$ cat src/rtl/chunk_pkg.sv
`default_nettype none
// ============================================================================
// Module      : chunk_pkg
// Description : Shared constants, mode encoding and FSM state type for the
//               chunk assembler / chunk divider pair.
// Revision    : 1.0 - initial release
// ============================================================================
package chunk_pkg;

    localparam int WORD_W      = 32;
    localparam int CHUNK_WORDS = 16;
    localparam int KEY_WORDS   = 8;
    localparam int NONCE_WORDS = 2;
    localparam int CTR_WORDS   = 2;

    localparam logic ENCRYP = 1'b0;
    localparam logic DECRYP = 1'b1;

    typedef enum logic [2:0] {
        ST_IDLE  = 3'd0,
        ST_KEY   = 3'd1,
        ST_NONCE = 3'd2,
        ST_CTR   = 3'd3,
        ST_DATA  = 3'd4,
        ST_OUT   = 3'd5
    } chunk_state_t;

endpackage
`default_nettype wire

$ cat src/rtl/word_shift_reg.sv
`default_nettype none
// ============================================================================
// Module      : word_shift_reg
// Description : MSW-first word collector: each load lands one slot lower,
//               starting from the top word. Tracks the load count and flags
//               when the next load fills the register.
// Revision    : 1.0 - initial release
// ============================================================================
module word_shift_reg #(
    parameter int WORDS  = 2,
    parameter int WORD_W = 32
) (
    input  logic                       clk,
    input  logic                       rst_n,
    input  logic                       clear,
    input  logic                       load,
    input  logic [WORD_W-1:0]          din,
    output logic [WORDS*WORD_W-1:0]    data,
    output logic [$clog2(WORDS+1)-1:0] count,
    output logic                       last_word
);

    localparam int IW = (WORDS > 1) ? $clog2(WORDS) : 1;
    localparam int CW = $clog2(WORDS + 1);
    localparam logic [IW-1:0] TOP_IDX  = IW'(WORDS - 1);
    localparam logic [CW-1:0] LAST_CNT = CW'(WORDS - 1);

    logic [WORDS*WORD_W-1:0] r_data;
    logic [IW-1:0]           r_idx;
    logic [CW-1:0]           r_cnt;

    // A clear and a load in the same cycle start a fresh fill with din on top.
    always_ff @(posedge clk or negedge rst_n) begin
        if (!rst_n) begin
            r_data <= '0;
            r_idx  <= TOP_IDX;
            r_cnt  <= '0;
        end else if (clear) begin
            r_data <= '0;
            r_idx  <= TOP_IDX;
            r_cnt  <= '0;
            if (load) begin
                r_data[TOP_IDX*WORD_W +: WORD_W] <= din;
                r_idx <= TOP_IDX - IW'(1);
                r_cnt <= CW'(1);
            end
        end else if (load) begin
            r_data[r_idx*WORD_W +: WORD_W] <= din;
            r_idx <= r_idx - IW'(1);
            r_cnt <= r_cnt + CW'(1);
        end
    end

    assign data      = r_data;
    assign count     = r_cnt;
    assign last_word = (r_cnt == LAST_CNT);

endmodule
`default_nettype wire

$ cat src/rtl/chunk_assembler.sv
`default_nettype none
// ============================================================================
// Module      : chunk_assembler
// Description : Packs 32-bit AXI-Stream words into 512-bit chunks, stripping
//               the key/nonce/counter header in decrypt mode.
//               Optional macro CHUNK_ASM_PAD_EN: zero-pad short final chunks
//               and expose chunk_asm_word_cnt.
// Revision    : 1.0 - initial release
// ============================================================================
module chunk_assembler #(
    parameter int CHUNK_WORDS = chunk_pkg::CHUNK_WORDS,
    parameter int KEY_WORDS   = chunk_pkg::KEY_WORDS,
    parameter int NONCE_WORDS = chunk_pkg::NONCE_WORDS,
    parameter int CTR_WORDS   = chunk_pkg::CTR_WORDS
) (
    input  logic                                   chunk_asm_clk,
    input  logic                                   chunk_asm_reset_n,
    input  logic                                   encryp_decryp,
    input  logic [chunk_pkg::WORD_W-1:0]           s_axis_tdata,
    input  logic                                   s_axis_tvalid,
    input  logic                                   s_axis_tlast,
    output logic                                   s_axis_tready,
    input  logic                                   chunk_asm_ready,
    output logic [CHUNK_WORDS*chunk_pkg::WORD_W-1:0] chunk_asm_data_out,
    output logic                                   chunk_asm_valid,
    output logic [KEY_WORDS*chunk_pkg::WORD_W-1:0] chunk_asm_public_key,
    output logic [NONCE_WORDS*chunk_pkg::WORD_W-1:0] chunk_asm_nonce,
    output logic [CTR_WORDS*chunk_pkg::WORD_W-1:0] chunk_asm_counter,
    output logic                                   chunk_asm_last,
`ifdef CHUNK_ASM_PAD_EN
    output logic [$clog2(CHUNK_WORDS+1)-1:0]       chunk_asm_word_cnt,
`endif
    output logic                                   chunk_asm_err
);

    import chunk_pkg::*;

    localparam int CHUNK_W = CHUNK_WORDS * WORD_W;
    localparam int KEY_W   = KEY_WORDS * WORD_W;
    localparam int NONCE_W = NONCE_WORDS * WORD_W;
    localparam int CTR_W   = CTR_WORDS * WORD_W;

    chunk_state_t r_state;
    chunk_state_t w_state_next;

    logic               r_dec;
    logic               r_last;
    logic               r_err;
    logic [KEY_W-1:0]   r_key;
    logic [NONCE_W-1:0] r_nonce;
    logic [CTR_W-1:0]   r_counter;

    logic w_beat;
    logic w_hs;
    logic w_key_clr, w_key_ld;
    logic w_nonce_clr, w_nonce_ld;
    logic w_ctr_clr, w_ctr_ld;
    logic w_data_clr, w_data_ld;
    logic w_hdr_commit;
    logic w_chunk_done;
    logic w_err_set;

    logic [KEY_W-1:0]                     w_key_data;
    logic [NONCE_W-1:0]                   w_nonce_data;
    logic [CTR_W-1:0]                     w_ctr_data;
    logic [CHUNK_W-1:0]                   w_data_buf;
    logic [$clog2(KEY_WORDS+1)-1:0]       w_key_cnt;
    logic [$clog2(NONCE_WORDS+1)-1:0]     w_nonce_cnt;
    logic [$clog2(CTR_WORDS+1)-1:0]       w_ctr_cnt;
    logic [$clog2(CHUNK_WORDS+1)-1:0]     w_data_cnt;
    logic w_key_last, w_nonce_last, w_ctr_last, w_data_last;
    logic w_data_done;

    assign s_axis_tready = (r_state != ST_OUT);
    assign w_beat        = s_axis_tvalid & s_axis_tready;
    assign w_hs          = (r_state == ST_OUT) & chunk_asm_ready;
    // Data buffer count can be stale outside DATA after a discarded frame.
    assign w_data_done   = w_data_last & (r_state == ST_DATA);

    word_shift_reg #(.WORDS(KEY_WORDS), .WORD_W(WORD_W)) u_key_sr (
        .clk       (chunk_asm_clk),
        .rst_n     (chunk_asm_reset_n),
        .clear     (w_key_clr),
        .load      (w_key_ld),
        .din       (s_axis_tdata),
        .data      (w_key_data),
        .count     (w_key_cnt),
        .last_word (w_key_last)
    );

    word_shift_reg #(.WORDS(NONCE_WORDS), .WORD_W(WORD_W)) u_nonce_sr (
        .clk       (chunk_asm_clk),
        .rst_n     (chunk_asm_reset_n),
        .clear     (w_nonce_clr),
        .load      (w_nonce_ld),
        .din       (s_axis_tdata),
        .data      (w_nonce_data),
        .count     (w_nonce_cnt),
        .last_word (w_nonce_last)
    );

    word_shift_reg #(.WORDS(CTR_WORDS), .WORD_W(WORD_W)) u_ctr_sr (
        .clk       (chunk_asm_clk),
        .rst_n     (chunk_asm_reset_n),
        .clear     (w_ctr_clr),
        .load      (w_ctr_ld),
        .din       (s_axis_tdata),
        .data      (w_ctr_data),
        .count     (w_ctr_cnt),
        .last_word (w_ctr_last)
    );

    word_shift_reg #(.WORDS(CHUNK_WORDS), .WORD_W(WORD_W)) u_data_sr (
        .clk       (chunk_asm_clk),
        .rst_n     (chunk_asm_reset_n),
        .clear     (w_data_clr),
        .load      (w_data_ld),
        .din       (s_axis_tdata),
        .data      (w_data_buf),
        .count     (w_data_cnt),
        .last_word (w_data_last)
    );

    always_ff @(posedge chunk_asm_clk or negedge chunk_asm_reset_n) begin
        if (!chunk_asm_reset_n) begin
            r_state <= ST_IDLE;
        end else begin
            r_state <= w_state_next;
        end
    end

    always_comb begin
        w_state_next = r_state;
        w_key_clr    = 1'b0;
        w_key_ld     = 1'b0;
        w_nonce_clr  = 1'b0;
        w_nonce_ld   = 1'b0;
        w_ctr_clr    = 1'b0;
        w_ctr_ld     = 1'b0;
        w_data_clr   = 1'b0;
        w_data_ld    = 1'b0;
        w_hdr_commit = 1'b0;
        w_chunk_done = 1'b0;
        w_err_set    = 1'b0;

        case (r_state)
            ST_IDLE: begin
                if (w_beat) begin
                    if (encryp_decryp == DECRYP) begin
                        w_key_clr = 1'b1;
                        w_key_ld  = 1'b1;
                        if (s_axis_tlast) begin
                            w_err_set    = 1'b1;
                            w_state_next = ST_IDLE;
                        end else begin
                            w_state_next = ST_KEY;
                        end
                    end else begin
                        w_data_clr = 1'b1;
                        w_data_ld  = 1'b1;
                    end
                end
            end
            ST_KEY: begin
                if (w_beat) begin
                    w_key_ld = 1'b1;
                    if (s_axis_tlast) begin
                        w_err_set    = 1'b1;
                        w_state_next = ST_IDLE;
                    end else if (w_key_last) begin
                        w_nonce_clr  = 1'b1;
                        w_state_next = ST_NONCE;
                    end
                end
            end
            ST_NONCE: begin
                if (w_beat) begin
                    w_nonce_ld = 1'b1;
                    if (s_axis_tlast) begin
                        w_err_set    = 1'b1;
                        w_state_next = ST_IDLE;
                    end else if (w_nonce_last) begin
                        w_ctr_clr    = 1'b1;
                        w_state_next = ST_CTR;
                    end
                end
            end
            ST_CTR: begin
                if (w_beat) begin
                    w_ctr_ld = 1'b1;
                    if (s_axis_tlast) begin
                        w_err_set    = 1'b1;
                        w_state_next = ST_IDLE;
                    end else if (w_ctr_last) begin
                        w_hdr_commit = 1'b1;
                        w_data_clr   = 1'b1;
                        w_state_next = ST_DATA;
                    end
                end
            end
            ST_DATA: begin
                if (w_beat) begin
                    w_data_ld = 1'b1;
                end
            end
            ST_OUT: begin
                if (w_hs) begin
                    w_data_clr   = 1'b1;
                    w_state_next = r_last ? ST_IDLE : ST_DATA;
                end
            end
            default: begin
                w_state_next = ST_IDLE;
            end
        endcase

        // Shared outcome of any payload beat, whether it opened the frame or not.
        if (w_data_ld) begin
            if (w_data_done) begin
                w_chunk_done = 1'b1;
                w_state_next = ST_OUT;
            end else if (s_axis_tlast) begin
`ifdef CHUNK_ASM_PAD_EN
                w_chunk_done = 1'b1;
                w_state_next = ST_OUT;
`else
                w_err_set    = 1'b1;
                w_state_next = ST_IDLE;
`endif
            end else begin
                w_state_next = ST_DATA;
            end
        end
    end

    always_ff @(posedge chunk_asm_clk or negedge chunk_asm_reset_n) begin
        if (!chunk_asm_reset_n) begin
            r_dec     <= ENCRYP;
            r_last    <= 1'b0;
            r_err     <= 1'b0;
            r_key     <= '0;
            r_nonce   <= '0;
            r_counter <= '0;
        end else begin
            if (r_state == ST_IDLE && w_beat) begin
                r_dec <= encryp_decryp;
            end
            if (w_chunk_done) begin
                r_last <= s_axis_tlast;
            end
            if (w_err_set) begin
                r_err <= 1'b1;
            end
            // Side data is published only once a whole header has arrived.
            if (w_hdr_commit) begin
                r_key     <= w_key_data;
                r_nonce   <= w_nonce_data;
                r_counter <= {w_ctr_data[CTR_W-1:WORD_W], s_axis_tdata};
            end else if (w_hs && !r_last && r_dec) begin
                r_counter <= r_counter + CTR_W'(1);
            end
        end
    end

    assign chunk_asm_data_out   = w_data_buf;
    assign chunk_asm_valid      = (r_state == ST_OUT);
    assign chunk_asm_public_key = r_key;
    assign chunk_asm_nonce      = r_nonce;
    assign chunk_asm_counter    = r_counter;
    assign chunk_asm_last       = r_last;
    assign chunk_asm_err        = r_err;

`ifdef CHUNK_ASM_PAD_EN
    assign chunk_asm_word_cnt = w_data_cnt;
    logic w_unused_bits;
    assign w_unused_bits = ^{w_key_cnt, w_nonce_cnt, w_ctr_cnt, w_ctr_data[WORD_W-1:0]};
`else
    logic w_unused_bits;
    assign w_unused_bits = ^{w_key_cnt, w_nonce_cnt, w_ctr_cnt, w_data_cnt,
                             w_ctr_data[WORD_W-1:0]};
`endif

endmodule
`default_nettype wire

$ cat config.mk
export PLATFORM = sky130hd
export DESIGN_NAME = chunk_assembler
export DESIGN_NICKNAME = d
export VERILOG_FILES = /design/src/rtl/chunk_pkg.sv /design/src/rtl/word_shift_reg.sv /design/src/rtl/chunk_assembler.sv
export SDC_FILE = /design/constraint.sdc
export NUM_CORES = 2
export LEC_CHECK = 0
export ABC_AREA = 1
export CAP_MARGIN = 0
export CORE_AREA = 2 2 370 372
export DETAILED_ROUTE_END_ITERATION = 12
export DIE_AREA = 0 0 372 374
export PLACE_DENSITY_LB_ADDON = 0.15
export SYNTH_ARGS = -nofsm -noshare
export SYNTH_HDL_FRONTEND = slang
export SYNTH_HIERARCHICAL = 1
export SYNTH_SLANG_ARGS = --single-unit
$ cat constraint.sdc
create_clock -name chunk_asm_clk -period 5.95 [get_ports chunk_asm_clk]
set_clock_uncertainty 0.1 [all_clocks]
set_input_delay 1.19 -clock chunk_asm_clk [delete_from_list [all_inputs] [get_ports chunk_asm_clk]]
set_output_delay 1.19 -clock chunk_asm_clk [all_outputs]
set_load 0.1 [all_outputs]
==> parameters.txt <==
Parameter                              Value

Drt
  First-pass iteration count of the detailed router ... 6
  Final antenna-violating net count ... 0
  Via-to-Cell Ratio ... 5.555
  Total vias in the final route ... between 50000 and 60000
  Total length of routed wires ... 239100 um
  Routed length per placed instance ... 25.37 um
  Number of remaining DRC errors ... 0
  Detailed Route Iter0 Violations ... just under 6000

STA
  Unrepaired setup endpoints after global routing ... false
  Total Negative Setup Slacks ... 0 ns
  Period Utilization, post-route ... 74.34%
  Worst-Margin Slew ... about 1.3 ns
  Final slew viol count ... 0
  Post-layout worst setup margin ... 1.527 ns
  Worst slack on hold paths ... 0.2704 ns
  Setup violations, final ... 0
  Number of hold-slack violations in the final timing report ... 0
  Headroom to the max-slew limit ... 12.07%
  Minimum clock period after layout ... 4.423 ns
  Maximum clock frequency ... 226.1 MHz

Floorplan
  Die height ... 374 um
  Initial cell density of the core ... between 40% and 50%
  Core area ... 135000 um^2
  Boundary pin count ... 938
  FP Rows ... 135
  Die area ... 139100 um^2
  Width of the die ... about 370 um

Clocking
  Cell at the root of the clock tree ... sky130_fd_sc_hd__clkbuf_16
  H-Tree Depth ... 4
  Setup bufs post-CTS ... 0
  Post-cts sizing count ... 0
  Total of hold buffers inserted after clock tree synthesis ... 0
  TritonCTS clock tree ... yes
  Sink count of the clock tree ... 1276
  Clock network latency to the later pin of the worst-skew pair ... 0.77 ns
  TritonCTS buffer count ... 142
  Maximum count of clock buffers along a single path ... 3
  Clock-pin slew on the worst setup and hold paths ... 0.06 ns

Cells and area
  Number of nets in the final layout ... approximately 7600
  Cell Count, Final, Fillers Out ... 9427
  Layout cell share with drive strength beyond 1 ... 6.687%
  Most common cell after layout, fill and taps aside ... sky130_fd_sc_hd__nand2_1
  Commonest cells after routing, fill and taps aside ... sky130_fd_sc_hd__nand2_1 (2333), sky130_fd_sc_hd__dfrtp_1 (1267), sky130_fd_sc_hd__clkdlybuf4s50_1 (881)
  Area added between synthesis and finish ... 26.28%
  Number of fill cells ... 12630

Worst hold path
  Type of the most critical hold path ... in2async

Critical path
  Category of the worst setup path capture point ... flip-flop
  Critical path required time ... 6.52 ns
  Worst-case register-to-register setup slack ... a little under 2 ns
  Arrival time of the worst setup path ... 4.99 ns
  Crit path max fanout ... 94
  Critical path type ... in2reg
  Startpoint class of the critical path ... primary input

Synthesis
  Mapped Nets ... 6855
  Cell area after synthesis ... 56800 um^2
  Per-instance average area after synthesis ... 8.356 um^2
  Number of standard cells after synthesis ... 6798
  Synth warn ... 6

GRT
  Antenna violations before repair ... 14
  Maximum number of pins on one net before global-route repair ... 227
  Remaining global-route overflow ... 0
  Number of global-route vias before repair ... 50530
  Combined global-route utilization of all metal layers ... 33.82%
  First-pass GRT wire length ... around 350000 um

Placed design
  Number of buffer cells added on primary ports ... about 940
  Cell Count Post-Placement ... 9177
  Worst slack at placement ... 0.8959 ns
  Gpl congestion ... 0.9528
  DPL Wire Length ... 158600 um

Pwr
  Post-route total power ... 34.54 mW
  Peak ir drop on the vdd network ... 366.9 uV
  Standby leakage power ... 35.27 nW
  Power density relative to cell area ... 481.6 nW/um^2

Job
  Max Cap Violations ... 0

Run status
  Status ... completed
-- power by group --
group          total [mW]  internal (mW)  switching (mW)
registers            11.5           10.3            1.24
clock network        8.99           5.23            3.75
logic                14.1           2.75            11.3
-- per-layer routing --
layer  global-route usage [%]  wire [um]  part of all wire (%)
met4                    17.83      13800                   5.8
met3                    9.245      22860                   9.6
met1                    43.39      93270                    39
met5                        0         20                0.0084
met2                    52.07     109200                    46
-- critical path: stages --
cell	delay [ns]
sky130_fd_sc_hd__clkdlybuf4s50_1	0.56
sky130_fd_sc_hd__inv_1	0.15
sky130_fd_sc_hd__nand3b_1	0.19
sky130_fd_sc_hd__o311ai_2	0.26
sky130_fd_sc_hd__buf_4	0.28
sky130_fd_sc_hd__inv_8	0.21
sky130_fd_sc_hd__buf_4	0.79
sky130_fd_sc_hd__buf_4	0.92
sky130_fd_sc_hd__nand3_1	0.15
sky130_fd_sc_hd__o21ai_0	0.13
-- final timing paths --
check	from	cells after the start	end
worst max-delay path	s_axis_tlast	10	u_data_sr/data[458]
worst min-delay path	chunk_asm_reset_n	1	chunk_asm_nonce[17]
worst max register to register	r_state[0]	11	u_data_sr/data[458]
worst min register to register	u_nonce_sr/data[34]	2	chunk_asm_nonce[34]
max in group asynchronous	chunk_asm_reset_n	2	chunk_asm_public_key[84]
min in group chunk_asm_clk	u_nonce_sr/data[34]	2	chunk_asm_nonce[34]
-- metrics by stage --
stage / utilization (%) / cell area, um^2
final: 53.15 / 71730
after global routing: 53.14 / 71720
after CTS: 53.14 / 71720
after detailed placement: 49.66 / 67020
after global placement: 49.66 / 67020
after floorplan: - / 56800
-- state kept, by name, summed over array words and instances (netlist names) --
| signal | cells |
|---|---|
| chunk_asm_counter | 64 |
| chunk_asm_err | 1 |
| chunk_asm_last | 1 |
| chunk_asm_nonce | 64 |
| chunk_asm_public_key | 256 |
| r_dec | 1 |
| r_state | 3 |
| u_ctr_sr/count | 2 |
| u_ctr_sr/data | 32 |
| u_ctr_sr/r_idx | 1 |
| u_data_sr/count | 5 |
| u_data_sr/data | 512 |
| u_data_sr/r_idx | 4 |
| u_key_sr/count | 4 |
| u_key_sr/data | 256 |
| u_key_sr/r_idx | 3 |
| u_nonce_sr/count | 2 |
| u_nonce_sr/data | 64 |
| u_nonce_sr/r_idx | 1 |
-- layout make-up --
type,count,area [um^2],share of cell area [%]
flip-flops and latches,1276,31950,44.54
clock inverters,43,540.5,0.7536
well taps,1781,2228,3.107
multi-input cells,4563,20710,28.87
diodes,4,10.01,0.01396
clock buffers,203,4160,5.800
inverters,510,1957,2.728
repair buffers,1047,10170,14.19
No activity file was read; power rests on OpenSTA's default activity.
